==> config.mk <==
export PLATFORM = sky130hd
export DESIGN_NAME = serdes_link_ctrl
export DESIGN_NICKNAME = d
export VERILOG_FILES = /design/src/rtl/serdes_ctrl_pkg.sv /design/src/rtl/serdes_sync2.sv /design/src/rtl/serdes_link_ctrl.sv
export SDC_FILE = /design/constraint.sdc
export NUM_CORES = 1
export LEC_CHECK = 0
export CORE_MARGIN = 1
export CORE_UTILIZATION = 54
export DETAILED_ROUTE_END_ITERATION = 16
export GPL_ROUTABILITY_DRIVEN = 0
export PLACE_DENSITY = 0.86
export SYNTH_ARGS = -nofsm -noshare
export SYNTH_HDL_FRONTEND = slang
export SYNTH_SLANG_ARGS = --single-unit
==> constraint.sdc <==
create_clock -name ref_clk -period 6.2 [get_ports ref_clk]
set_input_delay 0.93 -clock ref_clk [delete_from_list [all_inputs] [get_ports ref_clk]]
set_output_delay 0.93 -clock ref_clk [all_outputs]
set_load 0.01 [all_outputs]
==> src/rtl/serdes_ctrl_pkg.sv <==
`default_nettype none
// ============================================================================
// Module      : serdes_ctrl_pkg
// Description : Shared state encodings and counter widths for the CC_SERDES
//               lane bring-up / supervision sequencer.
// Revision    : 1.0 - initial release
// ============================================================================
package serdes_ctrl_pkg;

    localparam int STATE_W   = 3;
    localparam int TIMER_W   = 20;
    localparam int ERR_CNT_W = 16;

    localparam logic [STATE_W-1:0] ST_IDLE      = 3'd0;
    localparam logic [STATE_W-1:0] ST_PLL_RST   = 3'd1;
    localparam logic [STATE_W-1:0] ST_TRX_RST   = 3'd2;
    localparam logic [STATE_W-1:0] ST_WAIT_DONE = 3'd3;
    localparam logic [STATE_W-1:0] ST_ALIGN     = 3'd4;
    localparam logic [STATE_W-1:0] ST_LINK_UP   = 3'd5;
    localparam logic [STATE_W-1:0] ST_FAIL      = 3'd6;

endpackage : serdes_ctrl_pkg
`default_nettype wire

==> src/rtl/serdes_sync2.sv <==
`default_nettype none
// ============================================================================
// Module      : serdes_sync2
// Description : Two-flop synchronizer for one asynchronous SerDes status bit.
// Revision    : 1.0 - initial release
// ============================================================================
module serdes_sync2 (
    input  logic clk,
    input  logic rst,
    input  logic i_d,
    output logic o_q
);

    logic r_meta;
    logic r_sync;

    // Two-stage capture; the first stage may go metastable, the second settles it.
    always_ff @(posedge clk or posedge rst) begin
        if (rst) begin
            r_meta <= 1'b0;
            r_sync <= 1'b0;
        end else begin
            r_meta <= i_d;
            r_sync <= r_meta;
        end
    end

    assign o_q = r_sync;

endmodule : serdes_sync2
`default_nettype wire

==> src/rtl/serdes_link_ctrl.sv <==
`default_nettype none
// ============================================================================
// Module      : serdes_link_ctrl
// Description : Bring-up and supervision sequencer for one CC_SERDES lane:
//               PLL/TRX reset sequencing, comma alignment, link-up detection,
//               bounded TRX retries and saturating PRBS error counting.
// Revision    : 1.0 - initial release
// ============================================================================
module serdes_link_ctrl
    import serdes_ctrl_pkg::*;
#(
    parameter int unsigned PLL_RST_CYCLES = 256,
    parameter int unsigned TRX_RST_CYCLES = 64,
    parameter int unsigned DONE_TIMEOUT   = 65535,
    parameter int unsigned ALIGN_TIMEOUT  = 65535,
    parameter int unsigned ALIGN_STABLE   = 16,
    parameter int unsigned MAX_RETRY      = 3
) (
    input  logic                 ref_clk,
    input  logic                 rst,
    input  logic                 start_i,
    input  logic                 tx_reset_done_i,
    input  logic                 rx_reset_done_i,
    input  logic                 rx_aligned_i,
    input  logic                 tx_buf_err_i,
    input  logic                 rx_buf_err_i,
    input  logic                 rx_prbs_err_i,
    output logic                 pll_rst_o,
    output logic                 trx_rst_o,
    output logic                 comma_det_en_o,
    output logic                 prbs_cnt_rst_o,
    output logic                 link_up_o,
    output logic                 fail_o,
    output logic [STATE_W-1:0]   state_o,
    output logic [3:0]           retry_cnt_o,
    output logic [ERR_CNT_W-1:0] err_cnt_o
);

    localparam int c_N_SYNC   = 6;
    localparam int c_IX_TXD   = 0;
    localparam int c_IX_RXD   = 1;
    localparam int c_IX_ALN   = 2;
    localparam int c_IX_TXBUF = 3;
    localparam int c_IX_RXBUF = 4;
    localparam int c_IX_PRBS  = 5;

    localparam logic [TIMER_W-1:0]   c_PLL_LAST    = TIMER_W'(PLL_RST_CYCLES - 1);
    localparam logic [TIMER_W-1:0]   c_TRX_LAST    = TIMER_W'(TRX_RST_CYCLES - 1);
    localparam logic [TIMER_W-1:0]   c_DONE_TO     = TIMER_W'(DONE_TIMEOUT);
    localparam logic [TIMER_W-1:0]   c_ALIGN_TO    = TIMER_W'(ALIGN_TIMEOUT);
    localparam logic [7:0]           c_STABLE_LAST = 8'(ALIGN_STABLE - 1);
    localparam logic [3:0]           c_MAX_RETRY   = 4'(MAX_RETRY);
    localparam logic [ERR_CNT_W-1:0] c_ERR_MAX     = {ERR_CNT_W{1'b1}};

    logic [c_N_SYNC-1:0]  w_async_in;
    logic [c_N_SYNC-1:0]  w_sync;

    logic [STATE_W-1:0]   r_state;
    logic [STATE_W-1:0]   w_next;
    logic [TIMER_W-1:0]   r_timer;
    logic [TIMER_W-1:0]   w_timer_next;
    logic [7:0]           r_stable;
    logic [7:0]           w_stable_next;
    logic [3:0]           r_retry;
    logic [3:0]           w_retry_next;
    logic [ERR_CNT_W-1:0] r_err_cnt;
    logic [ERR_CNT_W-1:0] w_err_cnt_next;
    logic                 w_retry_path;

    logic r_pll_rst;
    logic r_trx_rst;
    logic r_comma_en;
    logic r_prbs_rst;
    logic r_link_up;
    logic r_fail;

    assign w_async_in = {rx_prbs_err_i, rx_buf_err_i, tx_buf_err_i,
                         rx_aligned_i, rx_reset_done_i, tx_reset_done_i};

    for (genvar gi = 0; gi < c_N_SYNC; gi++) begin : g_sync
        serdes_sync2 u_sync (
            .clk (ref_clk),
            .rst (rst),
            .i_d (w_async_in[gi]),
            .o_q (w_sync[gi])
        );
    end

    // Next-state, retry accounting, timer/stability/error counter updates.
    always_comb begin
        w_next         = r_state;
        w_retry_next   = r_retry;
        w_retry_path   = 1'b0;
        w_stable_next  = 8'd0;
        w_timer_next   = '0;
        w_err_cnt_next = r_err_cnt;

        case (r_state)
            ST_IDLE: begin
                if (start_i) w_next = ST_PLL_RST;
            end
            ST_PLL_RST: begin
                if (r_timer == c_PLL_LAST) w_next = ST_TRX_RST;
            end
            ST_TRX_RST: begin
                if (r_timer == c_TRX_LAST) w_next = ST_WAIT_DONE;
            end
            ST_WAIT_DONE: begin
                // Done wins over a coincident timeout.
                if (w_sync[c_IX_TXD] && w_sync[c_IX_RXD]) w_next = ST_ALIGN;
                else if (r_timer == c_DONE_TO)            w_retry_path = 1'b1;
            end
            ST_ALIGN: begin
                // Reaching the stability count wins over a coincident timeout.
                if (w_sync[c_IX_ALN] && (r_stable == c_STABLE_LAST)) w_next = ST_LINK_UP;
                else if (r_timer == c_ALIGN_TO)                       w_retry_path = 1'b1;
            end
            ST_LINK_UP: begin
                if (w_sync[c_IX_TXBUF] || w_sync[c_IX_RXBUF] || !w_sync[c_IX_ALN])
                    w_retry_path = 1'b1;
            end
            ST_FAIL: begin
                w_next = ST_FAIL;
            end
            default: begin
                w_next = ST_IDLE;
            end
        endcase

        // Retries restart from the TRX reset; the PLL stays locked.
        if (w_retry_path) begin
            if (r_retry == c_MAX_RETRY) begin
                w_next = ST_FAIL;
            end else begin
                w_retry_next = r_retry + 4'd1;
                w_next       = ST_TRX_RST;
            end
        end

        // Dropping start overrides every other transition.
        if (!start_i) w_next = ST_IDLE;

        if (w_next == ST_IDLE) w_retry_next = 4'd0;

        // Timer reloads on every state entry and runs only in timed states.
        if ((w_next == r_state) &&
            ((r_state == ST_PLL_RST) || (r_state == ST_TRX_RST) ||
             (r_state == ST_WAIT_DONE) || (r_state == ST_ALIGN)))
            w_timer_next = r_timer + TIMER_W'(1);

        if ((r_state == ST_ALIGN) && (w_next == ST_ALIGN) && w_sync[c_IX_ALN])
            w_stable_next = r_stable + 8'd1;

        if ((w_next == ST_LINK_UP) && (r_state != ST_LINK_UP))
            w_err_cnt_next = '0;
        else if ((r_state == ST_LINK_UP) && w_sync[c_IX_PRBS] && (r_err_cnt != c_ERR_MAX))
            w_err_cnt_next = r_err_cnt + ERR_CNT_W'(1);
    end

    // State and counter registers.
    always_ff @(posedge ref_clk or posedge rst) begin
        if (rst) begin
            r_state   <= ST_IDLE;
            r_timer   <= '0;
            r_stable  <= 8'd0;
            r_retry   <= 4'd0;
            r_err_cnt <= '0;
        end else begin
            r_state   <= w_next;
            r_timer   <= w_timer_next;
            r_stable  <= w_stable_next;
            r_retry   <= w_retry_next;
            r_err_cnt <= w_err_cnt_next;
        end
    end

    // Output registers decoded from the next state so they align with state_o.
    always_ff @(posedge ref_clk or posedge rst) begin
        if (rst) begin
            r_pll_rst  <= 1'b1;
            r_trx_rst  <= 1'b1;
            r_comma_en <= 1'b0;
            r_prbs_rst <= 1'b0;
            r_link_up  <= 1'b0;
            r_fail     <= 1'b0;
        end else begin
            r_pll_rst  <= (w_next == ST_IDLE) || (w_next == ST_PLL_RST);
            r_trx_rst  <= (w_next == ST_IDLE) || (w_next == ST_PLL_RST) ||
                          (w_next == ST_TRX_RST) || (w_next == ST_FAIL);
            r_comma_en <= (w_next == ST_ALIGN) || (w_next == ST_LINK_UP);
            r_prbs_rst <= (w_next == ST_LINK_UP) && (r_state != ST_LINK_UP);
            r_link_up  <= (w_next == ST_LINK_UP);
            r_fail     <= (w_next == ST_FAIL);
        end
    end

    assign pll_rst_o      = r_pll_rst;
    assign trx_rst_o      = r_trx_rst;
    assign comma_det_en_o = r_comma_en;
    assign prbs_cnt_rst_o = r_prbs_rst;
    assign link_up_o      = r_link_up;
    assign fail_o         = r_fail;
    assign state_o        = r_state;
    assign retry_cnt_o    = r_retry;
    assign err_cnt_o      = r_err_cnt;

endmodule : serdes_link_ctrl
`default_nettype wire

# Yosys cells after proc, flatten, opt, wreduce, memory -nomap -nowiden
# Cells that the tools add are included.
[word_totals]
input_bits = 9
out_inout_bits = 29
register_bits = 69
wordCells = 90
[classes]
addsub = 4
mux = 20
eq_ne = 20
reduce_logical = 23
[ops]
columns = ["cell", "n"]
rows = [
  ["2-to-1 mux 16 bit", 2],
  ["2-to-1 mux 3 bit", 7],
  ["one-hot mux 3 bit (7 select lines)", 1],
  ["adder 20 x 1 -> 20 bit, second input constant", 1],
  ["== test 20 x 16 -> 1 bit, second input constant", 1],
  ["== test 20 x 6 -> 1 bit, second input constant", 1],
  ["== test 20 x 8 -> 1 bit, second input constant", 1],
  ["2-to-1 mux 20 bit", 1],
  ["== test 3 bit, second input constant", 6],
  ["adder 16 x 1 -> 16 bit, second input constant", 1],
  ["!= test 16 bit, second input constant", 1],
  ["2-to-1 mux 4 bit", 3],
  ["== test 3 x 2 -> 1 bit, second input constant", 3],
  ["logical OR 1 bit", 9],
  ["adder 8 x 1 -> 8 bit, second input constant", 1],
  ["== test 8 x 4 -> 1 bit, second input constant", 1],
  ["logical AND 1 bit", 8],
  ["2-to-1 mux 8 bit", 1],
  ["== test 3 x 1 -> 1 bit, second input constant", 2],
  ["zero test 3 bit", 2],
  ["adder 4 x 1 -> 4 bit, second input constant", 1],
  ["== test 4 x 2 -> 1 bit, second input constant", 1],
  ["2-to-1 mux 1 bit", 4],
  ["nonzero test 2 bit", 2],
  ["6 further kinds", 6],
]

# Depth between registers and ports, before layout
[depth]
depth_word = 10
depth_mapped = 9
depth_no_buf = 7

# Cells and area by module
# A second synthesis with hierarchy kept.
[unflattened]
hier_cells = 314
area_unflattened_um2 = 3281.9
[by_module_without_submodules]
columns = ["module", "area_each_um2", "seq_area_each_um2", "instances", "cells_per_inst"]
rows = [
  ["serdes_link_ctrl", 2959.1, 1428.9, 1, 296],
  ["serdes_sync2", 53.8, 50.0, 6, 3],
]

# Worst setup path after synthesis
# OpenSTA, ideal clock, no wires.
[synth_path]
path_kind = "register -> register"
start = "register r_timer[0]"
end = "register r_timer[10]"
setup_ns = 0.073
period_less_slack_ns = 2.530
arrival_ns = 2.457
path_slack_ns = 3.670
path_buffers = 2
stages_incl_launch_ff = 10
required_time_ns = 6.127
path_cell_list = "dfrtp_1 ha_1 nand3_1 or3_1 nor4_1 o221ai_2 or4b_1 buf_6 buf_6 a21oi_2"
[synth_between]
elab_chain_len = 9
word_cells_on_any_way = 16
cone_classes = "1 x add/sub; 4 x eq/ne; 10 x mux; 1 x reduce/logical"
[synth_lines]
columns = ["element", "line", "source"]
rows = [
  ["start: declaration", "serdes_link_ctrl.sv:60", "logic [TIMER_W-1:0] r_timer;"],
  ["start signal: assignment", "serdes_link_ctrl.sv:170", "r_timer <= w_timer_next;"],
  ["== test 20 x 16 -> 1 bit", "serdes_link_ctrl.sv:111, serdes_link_ctrl.sv:116", ""],
  ["2-to-1 mux 1 bit", "serdes_link_ctrl.sv:111, serdes_link_ctrl.sv:116", ""],
  ["2-to-1 mux 1 bit, on equally long branches", "serdes_link_ctrl.sv:115, serdes_link_ctrl.sv:110", ""],
  ["one-hot mux 1 bit (3 select lines)", "serdes_link_ctrl.sv:98", "case (r_state)"],
  ["2-to-1 mux 3 bit", "serdes_link_ctrl.sv:131", "if (w_retry_path) begin"],
  ["2-to-1 mux 3 bit", "serdes_link_ctrl.sv:141", "if (!start_i) w_next = ST_IDLE;"],
  ["== test 3 bit", "serdes_link_ctrl.sv:146", "if ((w_next == r_state) &&"],
  ["logical AND 1 bit", "serdes_link_ctrl.sv:146", ""],
  ["2-to-1 mux 20 bit *", "serdes_link_ctrl.sv:146", ""],
  ["named net w_timer_next[10]", "serdes_link_ctrl.sv:61", "logic [TIMER_W-1:0] w_timer_next;"],
]
# The timed path passes the listed nets; every way through them passes the cells marked *.
# A chain may end at the register's enable or synchronous reset.

# Worst setup path after layout
[layout_path]
start = "register r_timer[0]"
end = "register r_timer[1]"
# Same word-level chain as after synthesis.

==> results.yml <==
run_status:
  status: "completed"
clocking:
  clk_pin_slew_ns: 0.08
  holdBufCountCts: 0
  cts_tree: "built"
  cts_setup_buffers: 0
  cts_buffers: 9
  cts-root-buf: "clkbuf_8"
  htree_levels: 3
  clk_path_buf_depth: 2
  cts_sinks: 69
  cts_resized: 0
  insertion_delay_ns: 0.35
die:
  die-area_um2: 6488
  start_util_pct: 56.28
  die_x_um: 80.55
  die_h_um: 80.55
  ios: 38
  fp-row-count: 28
  coreArea_um2: 5921
worst_setup_path:
  end_kind: "register"
  endpoint: "r_timer[1]"
  arrival_ns: 3.18
  r2r_slack_ns: 3.20
  crit_path_max_fanout: 20
  worstSetupStartpointType: "register"
  crit_type: "register to register"
  cp.required_ns: 6.38
  crit_path_start: "r_timer[0]"
  rr_worst_depth: 7
  rr_startpoint: "r_timer[0]"
  rr_endpoint: "r_timer[1]"
route:
  vias: 2408
  final_antenna_net_count: 0
  wl_mm: 6.563
  drtPass1Iterations: 4
  via_per_inst: 5.666
  drcViolationCount: 0
  routedWlPerCell_um: 15.44
  drt_iter0_drc: 131
global_routing:
  grt_overflow: 0
  grt_pass1_vias: 2324
  gr-usage-all-layers_pct: 22.76
  antenna_found_initial: 0
  grt_pass1_wl_mm: 10.97
  grt_max_degree: 70
timing:
  tightest_slew_ns: 1.050
  max_freq_ghz: 0.3331
  fin_skew_ns: 0.006904
  slew_headroom_pct: 29.63
  min_period_over_period_pct: 48.42
  timing.final.ws_setup_ns: 3.198
  rsz0062_at_grt: "no"
  report.final.slew_viol_count: 0
  period_needed_ns: 3.002
  setup_viol: 0
  timing_hold_violations_final: 0
  setup_tns_ns: 0
logic_synthesis:
  synthFlopType: "dfrtp_1"
  synth_area_leaders: "dfrtp_1 50%, xor2_1 6.6%, a21oi_2 4.7%"
  netlist_top_cells_count: "67 x dfrtp_1, 26 x nor2_1, 25 x xor2_1"
  ys_warn_count: 0
  synthMuxAreaShare_pct: 0.6008
  synthCells: 304
  syn_avg_cell_area_um2: 10.96
  ys_seq_elements: 69
  syn-num-nets: 317
  synth_xor_area_share_pct: 10.51
  synth_compound_area_share_pct: 11.79
  synthDistinctLibCells: 49
  synth_simple_gate_area_share_pct: 20.80
  yosysSeqAreaShare_pct: 51.90
  async_reset_ff_share_pct: 100.0
  yosysTopAreaCellShare_pct: 50.32
  yosysMostFrequentCell: "dfrtp_1"
  yosysTopAreaCell: "dfrtp_1"
  synth_edf_count: 0
  synthAdderAreaFrac_pct: 1.502
  synth_top_family_by_area: "simple AND/OR/NAND/NOR gates"
  syn_area_um2: 3332
final_layout:
  drive_above_1_share_pct: 16.29
  final_core_util_pct: 66.91
  fillerInstances: 449
  syn_to_final_growth_pct: 18.89
  layout.nets: 358
  num_antenna_cells: 0
placed_design:
  hpwl_mm: 4.523
  place_ws_ns: 2.999
  port_buffers: 37
min_path:
  holdCritPathClass: "register to register"
job:
  cap_violations: 0
pwr:
  powerDensity_nw_per_um2: 222.9
  finalPower_mw: 0.8829
  peakVddDrop_mv: 0.1995
  p_leak_nw: 1.531
worst max-delay path: stages (launching register included):
cell and delay (ns):
dfrtp_1 0.41, ha_1 0.22, nand3_1 0.15, nor3_1 0.27
or4b_2 0.68, nand4_1 0.14, a21o_1 0.76, a21boi_0 0.20
logic make-up after synthesis:
logic type	after synthesis
adder cells (fa/ha/maj)	4
XOR/XNOR	40
multiplexers	2
flip-flops	69
AND/OR/NAND/NOR	125
AO/OA/AOI/OAI	45
buffers and inverters	19
layout by cell type (no fill, tap or decap), types with 2 or more instances in the layout:
| cell | synthesis | final |
|---|---|---|
| mux2i_1 | 2 | 2 |
| clkbuf_8 | 0 | 9 |
| inv_6 | 0 | 3 |
| ha_1 | 4 | 4 |
| clkdlybuf4s50_1 | 0 | 37 |
| inv_1 | 8 | 7 |
| o21a_1 | 2 | 2 |
| or2_2 | 2 | 2 |
| a21oi_1 | 8 | 8 |
| nand3_1 | 19 | 19 |
| o21ai_0 | 4 | 4 |
| and3_1 | 10 | 10 |
| nand2b_1 | 3 | 3 |
| dfrtp_1 | 67 | 67 |
| inv_2 | 1 | 2 |
| and4_1 | 4 | 4 |
| nor4_1 | 5 | 5 |
| buf_4 | 0 | 3 |
| xnor2_1 | 15 | 15 |
| dfstp_2 | 2 | 2 |
| nand2_1 | 17 | 17 |
| nor3_1 | 9 | 9 |
| or4_1 | 3 | 3 |
| nor2_1 | 26 | 26 |
| a21oi_2 | 18 | 18 |
| xor2_1 | 25 | 25 |
| nor2b_1 | 2 | 2 |
| clkinv_4 | 0 | 2 |
| nor3_2 | 3 | 3 |
| a21boi_0 | 2 | 2 |
| nand4_1 | 13 | 13 |
flip-flops by register name, summed over array words and instances, names as in the netlist, 3 cells and up:
name / flops
r_timer: 20
r_stable: 8
g_sync.u_sync.o_q: 6
state_o: 3
retry_cnt_o: 4
g_sync.u_sync.r_meta: 6
err_cnt_o: 16
metal layers:
layer,wire (um),up-vias,global-route usage [%]
li1,-,1162,-
met1,2970,1191,29.76
met2,3248,45,35.34
met3,250,10,7.273
met4,94,0,8.036
met5,0,-,0
per-stage QoR:
step / std cells / cell area, um^2 / hold WS [ns]
floorplan: 304 / 3332 / 0.3312
global placement: 409 / 3756 / 0.3327
detailed placement: 409 / 3756 / 0.3347
CTS: 425 / 3961 / 0.3576
global route: 425 / 3961 / 0.3660
finish: 425 / 3961 / 0.3529
worst min-delay path by stage:
stage | startpoint | endpoint | slack, ns | cells after the start
final | g_sync[0].u_sync.r_meta | g_sync[0].u_sync.o_q | 0.35 | 0
after global routing | g_sync[0].u_sync.r_meta | g_sync[0].u_sync.o_q | 0.37 | 0
after CTS | g_sync[0].u_sync.r_meta | g_sync[0].u_sync.o_q | 0.36 | 0
after detailed placement | g_sync[0].u_sync.r_meta | g_sync[0].u_sync.o_q | 0.33 | 0
after global placement | g_sync[0].u_sync.r_meta | g_sync[0].u_sync.o_q | 0.33 | 0
after floorplan | g_sync[0].u_sync.r_meta | g_sync[0].u_sync.o_q | 0.33 | 0
layout make-up:
| class | count | area, um^2 | share of cell area [%] |
|---|---|---|---|
| Sequential cell | 69 | 1729 | 43.65 |
| Multi-Input combinational cell | 216 | 1506 | 38.03 |
| Timing Repair Buffer | 40 | 392.9 | 9.918 |
| Clock buffer | 9 | 123.9 | 3.127 |
| Tap cell | 75 | 93.84 | 2.369 |
| Clock inverter | 7 | 81.33 | 2.053 |
| Inverter | 9 | 33.78 | 0.8528 |
report_power, final:
part,switching (mW),internal [mW],leakage (nW),total [mW]
clock network,0.182,0.191,0.101,0.373
registers,0.00726,0.457,0.845,0.465
logic,0.0266,0.0181,0.585,0.0447
total,0.216,0.667,1.53,0.883
(Power assumes the default switching activity.)
==> variant, RTL diff (config.mk and constraints unchanged) <==
`ERR_CNT_W`: 16 -> 18.
--- a/src/rtl/serdes_ctrl_pkg.sv
+++ b/src/rtl/serdes_ctrl_pkg.sv
@@ -9,7 +9,7 @@
 
     localparam int STATE_W   = 3;
     localparam int TIMER_W   = 20;
-    localparam int ERR_CNT_W = 16;
+    localparam int ERR_CNT_W = 18;
 
     localparam logic [STATE_W-1:0] ST_IDLE      = 3'd0;
     localparam logic [STATE_W-1:0] ST_PLL_RST   = 3'd1;
Ports: changed (resized err_cnt_o); port bits go from 38 to 40. The function was not compared with the original's and may differ.
==> variant against the unedited design <==
Worst setup slack improved by 28 ps; cell area increased by 2.9%; area after synthesis increased by 2.7%; critical path depth unchanged; largest cell class unchanged; total power grew 1.8%; clock skew increased by 5.2 ps; wire length up 3.3%; sequential cell count is 2 higher; via count up 3.2%.
==> variant: results (changes against the unedited design) <==
outcome=completed; FF-to-FF setup slack=3230 ps (+30 ps); post-synthesis xor/xnor area fraction=0.107 (+0.00235); max incr delay on CP=990 ps (+230 ps); H-tree levels=3 (unchanged); vias in the first global route=2446 (+5.2%); Critical path origin=r_stable[0]; Worst VDD drop=0.000172 V (-14%); mux share of post-synthesis cell area=0.00878 (+0.00277); routed wire length=6780 um (+3.3%); Seq/Total Area, Yosys=0.520 (+0.000963); Mapped Nets=325 (+2.5%); clock skew=12.1 ps (+5.21 ps); seq pwr=0.477 mW (+3%); Max FO, Critical Path=21 (+5.0%); Synth Area in Adders=0.0146 (-0.000395); Mapped Cells=312 (+2.6%); Layout Nets=367 (+2.5%); largest net degree at the start of global routing=72 (+2.9%); Area contributors post-synth=dfrtp_1 50%, xnor2_1 5.4%, xor2_1 5.4%; Crit Reg-Reg Endpoint=err_cnt_o[2]; 1st-iter DRT viols=197 (+50%); first-pass GRT wire length=11600 um (+6.0%); register area=1780 um^2 (+2.9%); IO Port Bufs=39 (+5.4%); commonest cells in the netlist=69 x dfrtp_1, 25 x nor2_1, 22 x a21oi_1; Compound-Gate Fraction of Synth Area=0.139 (+0.0210); Placed Instances=418 (+2.2%); gr usage total=0.234 (+0.00667); number of fill cells=431 (-4.0%); Vias/cell=5.73 (+1.1%); WP data arrival=3140 ps (-40 ps); switching share of power=0.236 (-0.00919)
variant: changes by cell type in the layout (fill, tap and decap cells not counted), moves of 3 or more:
cell,change
a21oi_1,+14
nand4_1,-9
and2_1,+6
nor3_1,-6
xnor2_1,+6
xor2_1,-4
inv_6,-3
or4_1,-3
variant: metrics by stage:
| step | instance area, um^2 | power, mW | utilization | hold slack [ps] | setup WS (ps) |
|---|---|---|---|---|---|
| 2_1_floorplan | 3420 | 0.517 | - | 331 | 3480 |
| 3_3_place_gp | 3880 | 0.535 | 0.643 | 332 | 3260 |
| 3_5_place_dp | 3880 | 0.536 | 0.643 | 336 | 3160 |
| 4_1_cts | 4080 | 0.904 | 0.677 | 350 | 3210 |
| 5_1_grt | 4080 | 0.928 | 0.677 | 357 | 3000 |
| 6_report | 4080 | 0.898 | 0.677 | 350 | 3230 |
variant: logic make-up (layout without fill, tap and decap cells):
group | count (synthesis) | after routing
AOI/OAI and AO/OA | 63 | 63
xor gates and xnor gates | 42 | 42
adders and majority gates | 4 | 4
buffers and inverters | 17 | 64
DFF | 71 | 71
muxes | 3 | 3
and+or+nand+nor | 112 | 112
variant: routing by layer:
metal  vias up  GRT usage  part of all wire  routed length [um]
met5         -          0                 0                   0
li1       1185          -                 -                   -
met4         0      0.112             0.019                 128
met3        12     0.0556             0.046                 311
met2        68      0.358              0.48                3270
met1      1221      0.314              0.45                3070
variant: area by class of cell:
class / instances / share of cell area
timing repair buffer: 42 / 0.101
inverter: 6 / 0.00552
clock buffer: 11 / 0.0347
tap: 75 / 0.0230
multi-input combinational: 224 / 0.385
clock inverter: 5 / 0.0144
sequential: 71 / 0.436
